File: src/rtl/table_bg_renderer.sv
// table_bg_renderer: billiard-table background layer with palette shadowing and felt flash; 2-cycle pipeline.
// Optional TABLE_BG_DITHER_EN dithers the green field of felt pixels on a checkerboard.
module table_bg_renderer #(
  parameter int H_ACTIVE = 640,
  parameter int V_ACTIVE = 480,
  parameter int RAIL_W = 35,
  parameter int POCKET_R = 12,
  parameter int FLASH_FRAMES = 8,
  parameter int FLASH_CYCLES = 3,
  parameter logic [7:0] FLASH_RGB = 8'hE0
) (
  input  logic clk,
  input  logic reset,
  input  logic [10:0] pixelX,
  input  logic [10:0] pixelY,
  input  logic startOfFrame,
  input  logic cfg_valid,
  input  logic [1:0] cfg_sel,
  input  logic [7:0] cfg_data,
  output logic cfg_ready,
  input  logic flash_req,
  output logic flash_busy,
  output logic [7:0] BG_RGB,
  output logic bordersDrawReq,
  output logic pocketDrawReq
);
  localparam logic [10:0] XM = 11'(H_ACTIVE - 1);
  localparam logic [10:0] YM = 11'(V_ACTIVE - 1);
  localparam logic [10:0] RW = 11'(RAIL_W);
  localparam logic [10:0] XC = 11'(H_ACTIVE / 2);
  localparam logic [10:0] XR = 11'(H_ACTIVE - 1 - RAIL_W);
  localparam logic [10:0] YB = 11'(V_ACTIVE - 1 - RAIL_W);
  localparam logic signed [11:0] LIM = 12'(POCKET_R + 1);
  localparam logic [21:0] R2 = 22'(POCKET_R * POCKET_R);
  localparam logic [31:0] PAL_DEF = 32'h0000_6558;
  localparam logic [7:0] FF1 = 8'(FLASH_FRAMES - 1);
  localparam logic [7:0] PC1 = 8'(FLASH_CYCLES - 1);
  typedef enum logic [1:0] {IDLE, ON, OFF} st_t;
  st_t st, st_n;
  logic [7:0] fc, fc_n, pc, pc_n;
  logic [3:0][7:0] sh, act;
  logic pending;
  logic [21:0] sx0, sx1, sx2, sy0, sy1;
  logic off, pk, cu, ra, off1, pk1, cu1, ra1;
  logic [7:0] felt_base, felt_c;
  // Clipping the delta keeps the square small; anything past the window is already outside the circle.
  function automatic logic [21:0] sq(input logic [10:0] a, input logic [10:0] c);
    logic signed [11:0] d;
    logic signed [21:0] e;
    d = $signed({1'b0, a}) - $signed({1'b0, c});
    d = d > LIM ? LIM : (d < -LIM ? -LIM : d);
    e = 22'(d);
    return 22'(e * e);
  endfunction
  assign sx0 = sq(pixelX, RW);
  assign sx1 = sq(pixelX, XC);
  assign sx2 = sq(pixelX, XR);
  assign sy0 = sq(pixelY, RW);
  assign sy1 = sq(pixelY, YB);
  assign off = pixelX >= XM || pixelY >= YM || pixelX == 11'd0 || pixelY == 11'd0;
  assign pk = sx0 + sy0 <= R2 || sx1 + sy0 <= R2 || sx2 + sy0 <= R2 ||
              sx0 + sy1 <= R2 || sx1 + sy1 <= R2 || sx2 + sy1 <= R2;
  assign cu = pixelX == RW || pixelY == RW || pixelX == XR || pixelY == YB;
  assign ra = pixelX < RW || pixelY < RW || pixelX > XR || pixelY > YB;
  always_ff @(posedge clk) begin
    if (reset) begin
      off1 <= 1'b1;
      pk1 <= 1'b0;
      cu1 <= 1'b0;
      ra1 <= 1'b0;
    end else begin
      off1 <= off;
      pk1 <= pk;
      cu1 <= cu;
      ra1 <= ra;
    end
  end
  // A commit uses the shadow as it stood before any same-cycle write, which then stays pending.
  always_ff @(posedge clk) begin
    if (reset) begin
      sh <= PAL_DEF;
      act <= PAL_DEF;
      pending <= 1'b0;
    end else begin
      if (startOfFrame && pending) begin
        act <= sh;
        pending <= 1'b0;
      end
      if (cfg_valid && cfg_ready) begin
        sh[cfg_sel] <= cfg_data;
        pending <= 1'b1;
      end
    end
  end
  assign cfg_ready = ~pending;
  always_ff @(posedge clk) begin
    if (reset) begin
      st <= IDLE;
      fc <= '0;
      pc <= '0;
      flash_busy <= 1'b0;
    end else begin
      st <= st_n;
      fc <= fc_n;
      pc <= pc_n;
      flash_busy <= st_n != IDLE;
    end
  end
  always_comb begin
    st_n = st;
    fc_n = fc;
    pc_n = pc;
    if (st == IDLE) begin
      if (flash_req) begin
        st_n = ON;
        fc_n = '0;
        pc_n = '0;
      end
    end else if (startOfFrame) begin
      fc_n = fc == FF1 ? '0 : fc + 8'd1;
      if (fc == FF1) begin
        st_n = st == ON ? OFF : (pc == PC1 ? IDLE : ON);
        pc_n = st == OFF ? pc + 8'd1 : pc;
      end
    end
  end
  assign felt_base = st == ON ? FLASH_RGB : act[0];
`ifdef TABLE_BG_DITHER_EN
  logic d1;
  always_ff @(posedge clk) begin
    if (reset) d1 <= 1'b0;
    else d1 <= pixelX[0] ^ pixelY[0];
  end
  assign felt_c = (d1 && felt_base[4:2] != 3'd0) ? felt_base - 8'h04 : felt_base;
`else
  assign felt_c = felt_base;
`endif
  always_ff @(posedge clk) begin
    if (reset) begin
      BG_RGB <= 8'h00;
      bordersDrawReq <= 1'b0;
      pocketDrawReq <= 1'b0;
    end else begin
      BG_RGB <= off1 ? 8'h00 : pk1 ? act[3] : cu1 ? act[2] : ra1 ? act[1] : felt_c;
      pocketDrawReq <= !off1 && pk1;
      bordersDrawReq <= !off1 && !pk1 && cu1;
    end
  end
endmodule

File: config.mk
export PLATFORM = sky130hd
export DESIGN_NAME = table_bg_renderer
export DESIGN_NICKNAME = d
export VERILOG_FILES = /design/src/rtl/table_bg_renderer.sv
export SDC_FILE = /design/constraint.sdc
export NUM_CORES = 1
export LEC_CHECK = 0
export ABC_CLOCK_PERIOD_IN_PS = 15700
export BUFFER_PORTS_ARGS = -buffer_cell sky130_fd_sc_hd__clkbuf_2
export CAP_MARGIN = 20
export CORE_ASPECT_RATIO = 1.75
export CORE_MARGIN = 3
export CORE_UTILIZATION = 39
export CTS_BUF_LIST = sky130_fd_sc_hd__clkbuf_4
export DETAILED_ROUTE_END_ITERATION = 6
export GPL_ROUTABILITY_DRIVEN = 0
export PLACE_DENSITY = 0.52
export SLEW_MARGIN = 15
export SYNTH_ARGS = -nofsm -noshare
export SYNTH_HDL_FRONTEND = slang
export SYNTH_SLANG_ARGS = --single-unit
File: constraint.sdc
create_clock -name clk -period 15.7 [get_ports clk]
set_input_delay 3.14 -clock clk [delete_from_list [all_inputs] [get_ports clk]]
set_output_delay 3.14 -clock clk [all_outputs]
set_load 0.1 [all_outputs]
; Yosys cells after proc, flatten, opt, wreduce, memory -nomap -nowiden
; Cells that the tools add are included.
[op_classes]
n_mux = 33
multipliers = 5
reduce_logical = 33
eq_ne = 9
n_lt_le_gt_ge = 24
n_bitwise = 1
add_sub_neg = 13
[ops]
columns = op, count
row1 = $add A22 B22 Y22, 6
row2 = $le A22 B8 Y1 const B, 6
row3 = $mux W12, 10
row4 = $mul A12 B12 Y22, 5
row5 = $mux W8, 13
row6 = $gt A12 B5 Y1 const B, 5
row7 = $lt A12 B5 Y1 const B, 5
row8 = $bwmux W32, 1
row9 = $sub A11 B6 Y12 const B, 2
row10 = $sub A11 B9 Y12 const B, 2
row11 = $eq A11 B6 Y1 const B, 2
row12 = $logic_not A11 Y1, 2
row13 = $lt A11 B6 Y1 const B, 2
row14 = $add A8 B1 Y8 const B, 2
row15 = $demux W8 S2, 1
row16 = $logic_or A1 B1 Y1, 14
row17 = $sub A11 B10 Y12 const B, 1
row18 = $eq A11 B10 Y1 const B, 1
row19 = $eq A11 B9 Y1 const B, 1
row20 = $ge A11 B10 Y1 const B, 1
row21 = $ge A11 B9 Y1 const B, 1
row22 = $gt A11 B10 Y1 const B, 1
row23 = $gt A11 B9 Y1 const B, 1
row24 = $mux W2, 5
row25 = other kinds (16), 28
[word_totals]
output_inout_bits = 12
word_cells = 138
register_bits = 98

; Depth between registers and ports, before layout
; Gate-level depths: netlist (run 1).
[logic_depth]
depth_word = 12
ltp_mapped = 47
depth_no_buf = 44

; Worst setup path after synthesis (run 1)
; Ideal clock, no wire load.
[synth_timing]
path_type = input -> register
start = input port pixelX[2]
end = register pk1
cell_stages = 42
t_required_ns = 15.617
path_buffers = 2
arrival_time_ns = 12.576
slack_ns = 3.042
path_cell_list = clkbuf_1 > inv_1 > ha_1 > a21boi_1 > and2_1 > o21ai_0 > or3_1 > xnor2_1 > nand2_1 > ha_1 > clkbuf_1 > nor2_1 > nor2_1 > clkinv_1 > nor2_1 > inv_1 > fa_1 > inv_1 > (+6 left out) > fa_1 > inv_1 > ha_1 > o21ai_0 > nor2_1 > nor2_1 > ha_1 > or3_1 > a21oi_1 > o211ai_1 > a221o_1 > maj3_1 > maj3_1 > o211ai_1 > and3b_1 > o2111ai_1 > or3_1 > o221ai_1
[synth_via]
elab_chain_cells = 12
[synth_lines]
columns = element, line_no
row1 = "start, declared", 14  ; input logic [10:0] pixelX,
row2 = $sub A11 B6 Y12 / $sub A11 B9 Y12 (equally long branches), 50  ; d = $signed({1'b0, a}) - $signed({1'b0, c});
row3 = $lt A12 B5 Y1, 51  ; d = d > LIM ? LIM : (d < -LIM ? -LIM : d);
row4 = $mux W12 (2 in series), 51
row5 = $mul A12 B12 Y22, 53  ; return 22'(e * e);
row6 = $add A22 B22 Y22, 61  ; assign pk = sx0 + sy0 <= R2 || sx1 + sy0 <= R2 || sx2 + sy0 <= R2 ||
row7 = $le A22 B8 Y1, 61
row8 = $logic_or A1 B1 Y1 (3 in series), 61
row9 = $logic_or A1 B1 Y1, 62  ; sx0 + sy1 <= R2 || sx1 + sy1 <= R2 || sx2 + sy1 <= R2;
row10 = $logic_or A1 B1 Y1 (*), 62
row11 = "end signal, assigned", 73  ; pk1 <= pk;
row12 = "end, declared", 44  ; logic off, pk, cu, ra, off1, pk1, cu1, ra1;
; Every way passes the cells marked *; elsewhere a longest branch is shown, timed or not.
; A chain may end at the register's enable or synchronous reset.

; Final worst setup path (run 1)
; Same ends and word-level chain as after synthesis.

==> impl_metrics.env, run 1 <==
export IMPL_status="completed"
export IMPL_cts_buffer_depth=2
export IMPL_syn_area_um2=34500
export IMPL_syn_area_per_cell_um2=8.160
export IMPL_synth_flop_cell="dfxtp_1"
export IMPL_clock_latency_ns=0.49
export IMPL_rsz0062_at_grt="no"
export IMPL_fin_crit_ns=13.98
export IMPL_core_area_um2=87310
export IMPL_io_pins=49
export IMPL_slew_headroom_pct=24.48
export IMPL_routed_via_density=5.159
export IMPL_fin_worst_skew_ns=0.01997
export IMPL_final_common_cell="inv_1"
export IMPL_nFillCells=9239
export IMPL_maxCapViolations=0
export IMPL_seq_area_frac_synth_pct=5.686
export IMPL_wire_per_inst_um=18.84
export IMPL_holdBufCountCts=0
export IMPL_clock_tree_root_cell="clkbuf_4"
export IMPL_p_per_area_nw_per_um2=159.5
export IMPL_crit_arrival_ns=14.41
export IMPL_fmax_mhz=71.54
export IMPL_rr_startpoint="fc[0]"
export IMPL_synth_edf_count=0
export IMPL_cts_sinks=98
export IMPL_syn_inst=4228
export IMPL_final_cell_mix="948 x inv_1, 582 x fa_1, 391 x nor2_1, 391 x nand2_1, 372 x ha_1"
export IMPL_grt_pass1_vias=30390
export IMPL_power_leakage_nw=17.69
export IMPL_drive_above_1_share_pct=3.407
export IMPL_critPathKind="in -> reg"
export IMPL_grt_antenna_before_repair=3
export IMPL_slowest_stage="ha_1"
export IMPL_worst_pin_slew_ns=1.125
export IMPL_required_ns=16.13
export IMPL_startpoint="pixelX[2]"
export IMPL_worstHoldStart="sh[5]"
export IMPL_min_period_over_period_pct=89.03
export IMPL_critPathMaxStageDelay_ns=0.64
export IMPL_io_buffers=48
export IMPL_ctsResizeCount=0
export IMPL_routed_wl_um=101600
export IMPL_row_count=143
export IMPL_hold_path_class="reg -> reg"
export IMPL_hold_path_end="act[5]"
export IMPL_first_pass_iters=7
export IMPL_synth_cell_types=94
export IMPL_drt_iter0_drc=1176
export IMPL_vias=27800
export IMPL_clkTransAtPathRegs_ns=0.18
export IMPL_dieArea_um2=92210
export IMPL_reg2reg_to="pc[7]"
export IMPL_critical_path_startpoint_type="input port"
export IMPL_vdd_drop_max_uv=202.2
export IMPL_grt_max_degree=79
export IMPL_maxSlewViolCount=0
export IMPL_hold_depth=2
export IMPL_crit_fanout=22
export IMPL_nets=5212
export IMPL_die_h_um=399.5
export IMPL_cts_tree="done"
export IMPL_syn_num_nets=5219
export IMPL_cts_buffers=9
export IMPL_reg2regPathDepth=8
export IMPL_place_hpwl_um=90420
export IMPL_finalSetupViolCount=0
export IMPL_htreeDepth=3
export IMPL_synthArstFlopShare_pct=0
export IMPL_grt_usage_pct=22.46
export IMPL_drcViolationCount=0
export IMPL_r2r_setup_slack_ns=12.27
export IMPL_grt_pass1_wl_um=162500
export IMPL_synth_seq_cells=98
export IMPL_gr_total_overflow=0
export IMPL_start_util_pct=39.51
export IMPL_tns_ns=0
export IMPL_hold_violations=0
export IMPL_postRouteAntennaNets=0
export IMPL_die_width_um=230.8
export IMPL_fin_hold_ws_ns=0.4486
export IMPL_cp_end_kind="flop"
export IMPL_area_growth_pct=4.947
export IMPL_yosys_warnings=0
export IMPL_cts_setup_buffers=0
cells in the mapped netlist (11+ instances only):
cell type  instances  share of area, %
fa_1             582                34
a21oi_1          204               3.0
nand2b_1          45              0.82
xnor2_1          178               4.5
nand3b_1          18              0.39
nand4_1           29              0.53
or3_1             33              0.60
clkbuf_1          78              0.85
nor2_1           391               4.3
o211ai_1          20              0.44
or2_2             29              0.53
ha_1             372                13
o21ai_1           27              0.39
nand2_1          391               4.3
a211oi_1          33              0.72
and2_1            18              0.33
dfxtp_1           98               5.7
a21o_1            37              0.81
o21a_1            45              0.98
maj3_1            15              0.44
mux2i_1           18              0.52
nor2b_1           39              0.71
o21bai_1          21              0.46
o31a_1            11              0.28
xor2_1            59               1.5
buf_1             13              0.14
nand3_1           36              0.52
o2111ai_1         22              0.56
nor3b_1           12              0.26
nor4_1            12              0.22
a31oi_1           27              0.49
and3_1            19              0.34
nor3_1            56              0.81
o21ai_0          114               1.7
inv_1            948                10
how the worst max path moves through the flow:
stage | to | slack (ns) | cells after the start
finish | pk1 | 1.72 | 39
global route | pk1 | 0.82 | 43
CTS | pk1 | 1.65 | 39
detailed placement | pk1 | 1.13 | 42
global placement | pk1 | 1.23 | 39
floorplan | pk1 | 3.04 | 42
where the power goes:
part | internal (W) | switching (W)
Sequential | 0.000255 | 0.00000677
Clock | 0.0000522 | 0.0000950
Combinational | 0.00212 | 0.00325
flip-flops by register name (all words and copies together) (netlist names):
signal,count
act,32
sh,32
BG_RGB,8
fc,8
pc,8
st,2
bordersDrawReq,1
cu1,1
flash_busy,1
off1,1
pending,1
pk1,1
pocketDrawReq,1
ra1,1
final cells by class:
class | count | area (um^2) | area share, %
multi-input combinational | 3080 | 28600 | 78.99
inverter | 956 | 3588 | 9.910
sequential | 98 | 1962 | 5.418
tap | 1160 | 1451 | 4.008
timing repair buffer | 76 | 450.4 | 1.244
clock buffer | 10 | 75.07 | 0.2073
clock inverter | 6 | 73.82 | 0.2039
antenna | 3 | 7.507 | 0.02073
through the flow:
step | power [W] | cells | area (um^2) | util [%] | setup WS, ns
floorplan | 0.004208 | 4228 | 34500 | - | 3.042
global placement | 0.005554 | 5370 | 36050 | 41.29 | 1.234
detailed placement | 0.005547 | 5370 | 36050 | 41.29 | 1.131
CTS | 0.005739 | 5386 | 36200 | 41.46 | 1.648
global route | 0.006400 | 5388 | 36210 | 41.47 | 0.8238
finish | 0.005777 | 5389 | 36210 | 41.47 | 1.722
metal layers:
layer	up-vias	GRT usage, %	wire length [um]
li1	13430	-	-
met1	13620	22.42	35600
met2	484	44.93	56070
met3	265	1.282	2027
met4	0	13.48	7855
met5	-	0	0
critical path: cells and delay by family:
| kind | cells | cell delay (ns) |
|---|---|---|
| fa+ha+maj | 11 | 4.96 |
| simple gates | 11 | 2.81 |
| buf+inv | 7 | 1.29 |
| compound gates | 8 | 1.56 |
| xor+xnor | 2 | 0.63 |
cells by family after synthesis:
kind of cell,count (synthesis),share of synthesized area [%]
AND/OR/NAND/NOR,1175,15.68
multiplexers,20,0.5875
buffers and inverters,1050,11.45
AO/OA/AOI/OAI,675,12.62
XOR/XNOR,241,6.277
flip-flops,98,5.686
adder cells (fa/ha/maj),969,47.70
Power figures use the tool's default switching activity.
==> inputs of run 2 (changes only) <==
--- a/config.mk
+++ b/config.mk
@@ -6,15 +6,15 @@
 export NUM_CORES = 1
 export LEC_CHECK = 0
 export ABC_CLOCK_PERIOD_IN_PS = 15700
-export BUFFER_PORTS_ARGS = -buffer_cell sky130_fd_sc_hd__clkbuf_2
 export CAP_MARGIN = 20
 export CORE_ASPECT_RATIO = 1.75
 export CORE_MARGIN = 3
 export CORE_UTILIZATION = 39
 export CTS_BUF_LIST = sky130_fd_sc_hd__clkbuf_4
 export DETAILED_ROUTE_END_ITERATION = 6
+export DONT_BUFFER_PORTS = 1
 export GPL_ROUTABILITY_DRIVEN = 0
-export PLACE_DENSITY = 0.52
+export PLACE_DENSITY = 0.51
 export SLEW_MARGIN = 15
 export SYNTH_ARGS = -nofsm -noshare
 export SYNTH_HDL_FRONTEND = slang
==> impl_metrics.env, run 2 (synthesis gave the netlist of run 1 again) <==
export IMPL_vias=27740
export IMPL_cts_tree="done"
export IMPL_grt_max_degree=81
export IMPL_start_util_pct=39.51
export IMPL_die_h_um=399.5
export IMPL_rsz0062_at_grt="no"
export IMPL_io_buffers=0
export IMPL_min_period_over_period_pct=89.65
export IMPL_fin_crit_ns=14.07
export IMPL_reg2regPathDepth=8
export IMPL_required_ns=16.13
export IMPL_routed_wl_um=102200
export IMPL_placed_cells=5322
export IMPL_p_per_area_nw_per_um2=159.9
export IMPL_clkTransAtPathRegs_ns=0.17
export IMPL_multi_input_area_um2=28610
export IMPL_cts_sinks=98
export IMPL_seq_area_um2=1962
export IMPL_cts_setup_buffers=0
export IMPL_place_hpwl_um=90740
export IMPL_holdBufCountCts=0
export IMPL_final_common_cell="inv_1"
export IMPL_clock_latency_ns=0.49
export IMPL_critPathMaxStageDelay_ns=0.72
export IMPL_grt_pass1_wl_um=161000
export IMPL_crit_fanout=22
export IMPL_hold_violations=0
export IMPL_hold_depth=2
export IMPL_failed_checks="DRC"
export IMPL_htreeDepth=3
export IMPL_slowest_stage="ha_1"
export IMPL_io_pins=49
export IMPL_status="complete, but fails checks"
export IMPL_critical_path_startpoint_type="input port"
export IMPL_power_leakage_nw=17.49
export IMPL_vdd_drop_max_uv=195.0
export IMPL_cp_end_kind="flop"
export IMPL_dieArea_um2=92210
export IMPL_gr_total_overflow=0
export IMPL_worst_pin_slew_ns=1.169
export IMPL_reg_largest_list="act: 32 flops, sh: 32 flops"
export IMPL_ctsResizeCount=0
export IMPL_drcViolationCount=9
export IMPL_r2r_setup_slack_ns=12.32
export IMPL_design_power_total_w=0.005752
export IMPL_tns_ns=0
export IMPL_fin_worst_skew_ns=0.02376
export IMPL_fmax_mhz=71.05
export IMPL_drt_iter0_drc=1207
export IMPL_nets=5165
export IMPL_maxCapViolations=0
export IMPL_stdcell_count=5339
export IMPL_postRouteAntennaNets=0
export IMPL_grt_antenna_before_repair=1
export IMPL_nFillCells=9221
export IMPL_first_pass_iters=7
export IMPL_clock_tree_root_cell="clkbuf_4"
export IMPL_slew_headroom_pct=21.50
export IMPL_maxSlewViolCount=0
export IMPL_drive_above_1_share_pct=2.322
export IMPL_core_area_um2=87310
export IMPL_finalSetupViolCount=0
export IMPL_grt_pass1_vias=29940
export IMPL_cts_buffer_depth=2
export IMPL_crit_arrival_ns=14.50
export IMPL_area_growth_pct=4.261
export IMPL_final_cell_mix="948 x inv_1, 582 x fa_1, 391 x nor2_1, 391 x nand2_1, 372 x ha_1"
export IMPL_critPathKind="in -> reg"
export IMPL_die_width_um=230.8
export IMPL_cts_buffers=9
export IMPL_row_count=143
export IMPL_routed_via_density=5.196
export IMPL_hold_path_class="reg -> reg"
export IMPL_wire_per_inst_um=19.14
export IMPL_grt_usage_pct=22.34
run 2: cell types whose count changed in the layout (fill, tap and decap cells not counted), sizes merged:
cell,delta
clkbuf,-49
buf,+1
clkinvlp,-1
inv,+1
diode,-2
run 2: metal layers:
metal / share of wire (%) / track usage [%] / routed length, um / up-vias
met4: 7.2 / 13.01 / 7382 / 0
met1: 35 / 22.12 / 35490 / 13570
met5: 0 / 0 / 0 / -
met3: 2.3 / 1.332 / 2387 / 255
met2: 56 / 45.07 / 56910 / 589
li1: - / - / - / 13330
run 2: cell type report:
class | instances | area share [%]
Tap cell | 1160 | 4.035
Multi-Input combinational cell | 3080 | 79.53
Sequential cell | 98 | 5.454
Antenna cell | 1 | 0.006957
Inverter | 956 | 9.976
Clock inverter | 6 | 0.2087
Timing Repair Buffer | 29 | 0.6052
Clock buffer | 9 | 0.1878
run 2: path summary, 6_finish.rpt:
kind | startpoint | end
max reg2reg | fc[0] | pc[5]
min | sh[23] | act[23]
min reg2reg | sh[23] | act[23]
max | pixelX[3] | pk1
run 2: report_power, final:
| part | internal [W] | total (W) | switching [W] | leakage, nW |
|---|---|---|---|---|
| clock | 0.0000502 | 0.000144 | 0.0000934 | 0.0749 |
| combinational | 0.00212 | 0.00534 | 0.00323 | 16.6 |
| sequential | 0.000255 | 0.000265 | 0.00000974 | 0.794 |
| total | 0.00242 | 0.00575 | 0.00333 | 17.5 |
run 2: critical path, delay by kind of cell:
family / cells / cell delay, ns
adder cells (fa/ha/maj): 11 / 5.06
AND/OR/NAND/NOR: 11 / 2.93
AO/OA/AOI/OAI: 8 / 1.57
buffers and inverters: 6 / 1.00
XOR/XNOR: 2 / 0.76
run 2: metrics by stage:
step	instance area (um^2)	worst slack (ns)	util (%)	hold WS [ns]
finish	35970	1.626	41.20	0.4487
global route	35970	1.105	41.20	0.4657
CTS	35950	1.687	41.18	0.4564
detailed placement	35810	1.156	41.02	0.4373
global placement	35810	1.230	41.02	0.4326
floorplan	34500	3.042	-	0.4312
==> inputs of run 3 (changes only) <==
--- a/config.mk
+++ b/config.mk
@@ -9,12 +9,12 @@
 export CAP_MARGIN = 20
 export CORE_ASPECT_RATIO = 1.75
 export CORE_MARGIN = 3
-export CORE_UTILIZATION = 39
-export CTS_BUF_LIST = sky130_fd_sc_hd__clkbuf_4
+export CORE_UTILIZATION = 25
+export CTS_BUF_LIST = sky130_fd_sc_hd__clkbuf_16
 export DETAILED_ROUTE_END_ITERATION = 6
 export DONT_BUFFER_PORTS = 1
 export GPL_ROUTABILITY_DRIVEN = 0
-export PLACE_DENSITY = 0.51
+export PLACE_DENSITY = 0.36
 export SLEW_MARGIN = 15
 export SYNTH_ARGS = -nofsm -noshare
 export SYNTH_HDL_FRONTEND = slang
==> impl_metrics.env, run 3 (synthesis gave the netlist of run 1 again) <==
export IMPL_place_hpwl_um=104400
export IMPL_drive_above_1_share_pct=2.414
export IMPL_row_count=179
export IMPL_final_cell_mix="950 x inv_1, 582 x fa_1, 391 x nor2_1, 391 x nand2_1, 372 x ha_1"
export IMPL_cts_tree="done"
export IMPL_hold_path_class="reg -> reg"
export IMPL_crit_fanout=22
export IMPL_worstHoldStart="sh[20]"
export IMPL_reg2reg_to="pc[7]"
export IMPL_maxSlewViolCount=0
export IMPL_routed_via_density=4.593
export IMPL_io_buffers=0
export IMPL_wire_per_inst_um=19.46
export IMPL_area_growth_pct=7.097
export IMPL_slew_headroom_pct=28.18
export IMPL_clock_tree_root_cell="clkbuf_16"
export IMPL_status="completed"
export IMPL_clock_latency_ns=0.35
export IMPL_routed_wl_um=116600
export IMPL_design_power_total_w=0.005973
export IMPL_power_leakage_nw=17.59
export IMPL_cts_setup_buffers=0
export IMPL_layout_setup_ws_ns=1.573
export IMPL_crit_arrival_ns=14.40
export IMPL_critical_path_startpoint_type="input port"
export IMPL_min_period_over_period_pct=89.98
export IMPL_stdcell_count=5994
export IMPL_clkTransAtPathRegs_ns=0.07
export IMPL_cpMostUsedCell="inv_1"
export IMPL_finalSetupViolCount=0
export IMPL_hold_depth=2
export IMPL_critPathMaxStageDelay_ns=0.71
export IMPL_final_core_util_pct=27.05
export IMPL_hold_path_end="act[20]"
export IMPL_final_common_cell="inv_1"
export IMPL_vias=27530
export IMPL_htreeDepth=3
export IMPL_fmax_mhz=70.78
export IMPL_gr_total_overflow=0
export IMPL_cp_end_kind="flop"
export IMPL_cts_buffers=9
export IMPL_core_area_um2=136600
export IMPL_holdBufCountCts=0
export IMPL_slowest_stage="nor2_1"
export IMPL_r2r_setup_slack_ns=12.38
export IMPL_hold_violations=0
export IMPL_rr_startpoint="fc[0]"
export IMPL_io_pins=49
export IMPL_cts_buffer_depth=2
export IMPL_fin_crit_ns=14.13
export IMPL_fin_worst_skew_ns=0.008631
export IMPL_grt_pass1_wl_um=180000
export IMPL_first_pass_iters=5
export IMPL_die_width_um=286.8
export IMPL_start_util_pct=25.25
export IMPL_dieArea_um2=142700
export IMPL_ctsResizeCount=0
export IMPL_worst_pin_slew_ns=1.077
export IMPL_grt_usage_pct=16.50
export IMPL_grt_max_degree=81
export IMPL_n_antenna_cell=0
export IMPL_p_per_area_nw_per_um2=161.6
export IMPL_tns_ns=0
export IMPL_required_ns=15.97
export IMPL_drt_iter0_drc=1052
export IMPL_grt_pass1_vias=30350
export IMPL_placed_cells=5978
export IMPL_reg2regPathDepth=8
export IMPL_cts_sinks=98
export IMPL_nets=5170
export IMPL_vdd_drop_max_uv=202.4
export IMPL_reg_largest_list="act: 32 flops, sh: 32 flops"
export IMPL_die_h_um=497.4
export IMPL_post_place_ws_ns=1.156
export IMPL_nFillCells=15150
export IMPL_postRouteAntennaNets=0
export IMPL_critPathKind="in -> reg"
export IMPL_grt_antenna_before_repair=1
export IMPL_drcViolationCount=0
export IMPL_rsz0062_at_grt="no"
export IMPL_maxCapViolations=0
==> run 3: cell count changes in the layout (fill, tap and decap cells not counted), moves of 2 or more <==
| cell | previous run | this run |
|---|---|---|
| inv_1 | 948 | 950 |
| clkbuf_16 | 0 | 9 |
| buf_4 | 29 | 33 |
| xnor2_1 | 178 | 176 |
| xnor2_2 | 0 | 2 |
| clkbuf_4 | 9 | 0 |
| clkinv_1 | 1 | 3 |
==> run 3: worst max-delay path: cells and delay by family <==
family / cells / cell delay, ns
AO/OA/AOI/OAI: 12 / 2.26
XOR/XNOR: 2 / 0.66
adder cells (fa/ha/maj): 11 / 4.66
buffers and inverters: 8 / 1.13
AND/OR/NAND/NOR: 8 / 2.54
==> run 3: how the worst max path moves through the flow <==
stage / startpoint / end / cells after the start
floorplan: pixelX[2] / pk1 / 42
global placement: pixelX[3] / pk1 / 40
detailed placement: pixelX[3] / pk1 / 41
CTS: pixelX[3] / pk1 / 41
global route: pixelX[3] / pk1 / 41
finish: pixelX[3] / pk1 / 41
==> run 3: final cells by class <==
| type | count | area [um^2] | area share, % |
|---|---|---|---|
| Clock inverter | 7 | 37.54 | 0.1016 |
| Timing Repair Buffer | 34 | 252.7 | 0.6840 |
| Sequential cell | 98 | 1962 | 5.309 |
| Multi-Input combinational cell | 3080 | 28620 | 77.45 |
| Clock buffer | 9 | 225.2 | 0.6095 |
| Tap cell | 1810 | 2265 | 6.129 |
| Inverter | 956 | 3588 | 9.712 |
==> run 3: where the power goes <==
part	switching, W	internal (W)	total [W]
sequential	0.00000969	0.000255	0.000264
combinational	0.00335	0.00215	0.00550
clock	0.0000988	0.000106	0.000205
==> run 3: stage by stage <==
stage / cell area [um^2] / hold slack, ns
after global routing: 36950 / 0.4587
after CTS: 36950 / 0.4350
after detailed placement: 36690 / 0.4382
final: 36950 / 0.4387
after floorplan: 34500 / 0.4312
after global placement: 36660 / 0.4341
==> run 3: per-layer routing <==
layer / share of wire [%] / routed length (um) / global-route usage [%] / vias to the layer above
li1: - / - / - / 13320
met1: 35 / 40950 / 16.66 / 13670
met2: 58 / 67920 / 34.17 / 390
met3: 2.0 / 2353 / 0.9528 / 150
met4: 4.6 / 5395 / 6.589 / 0
met5: 0 / 0 / 0 / -
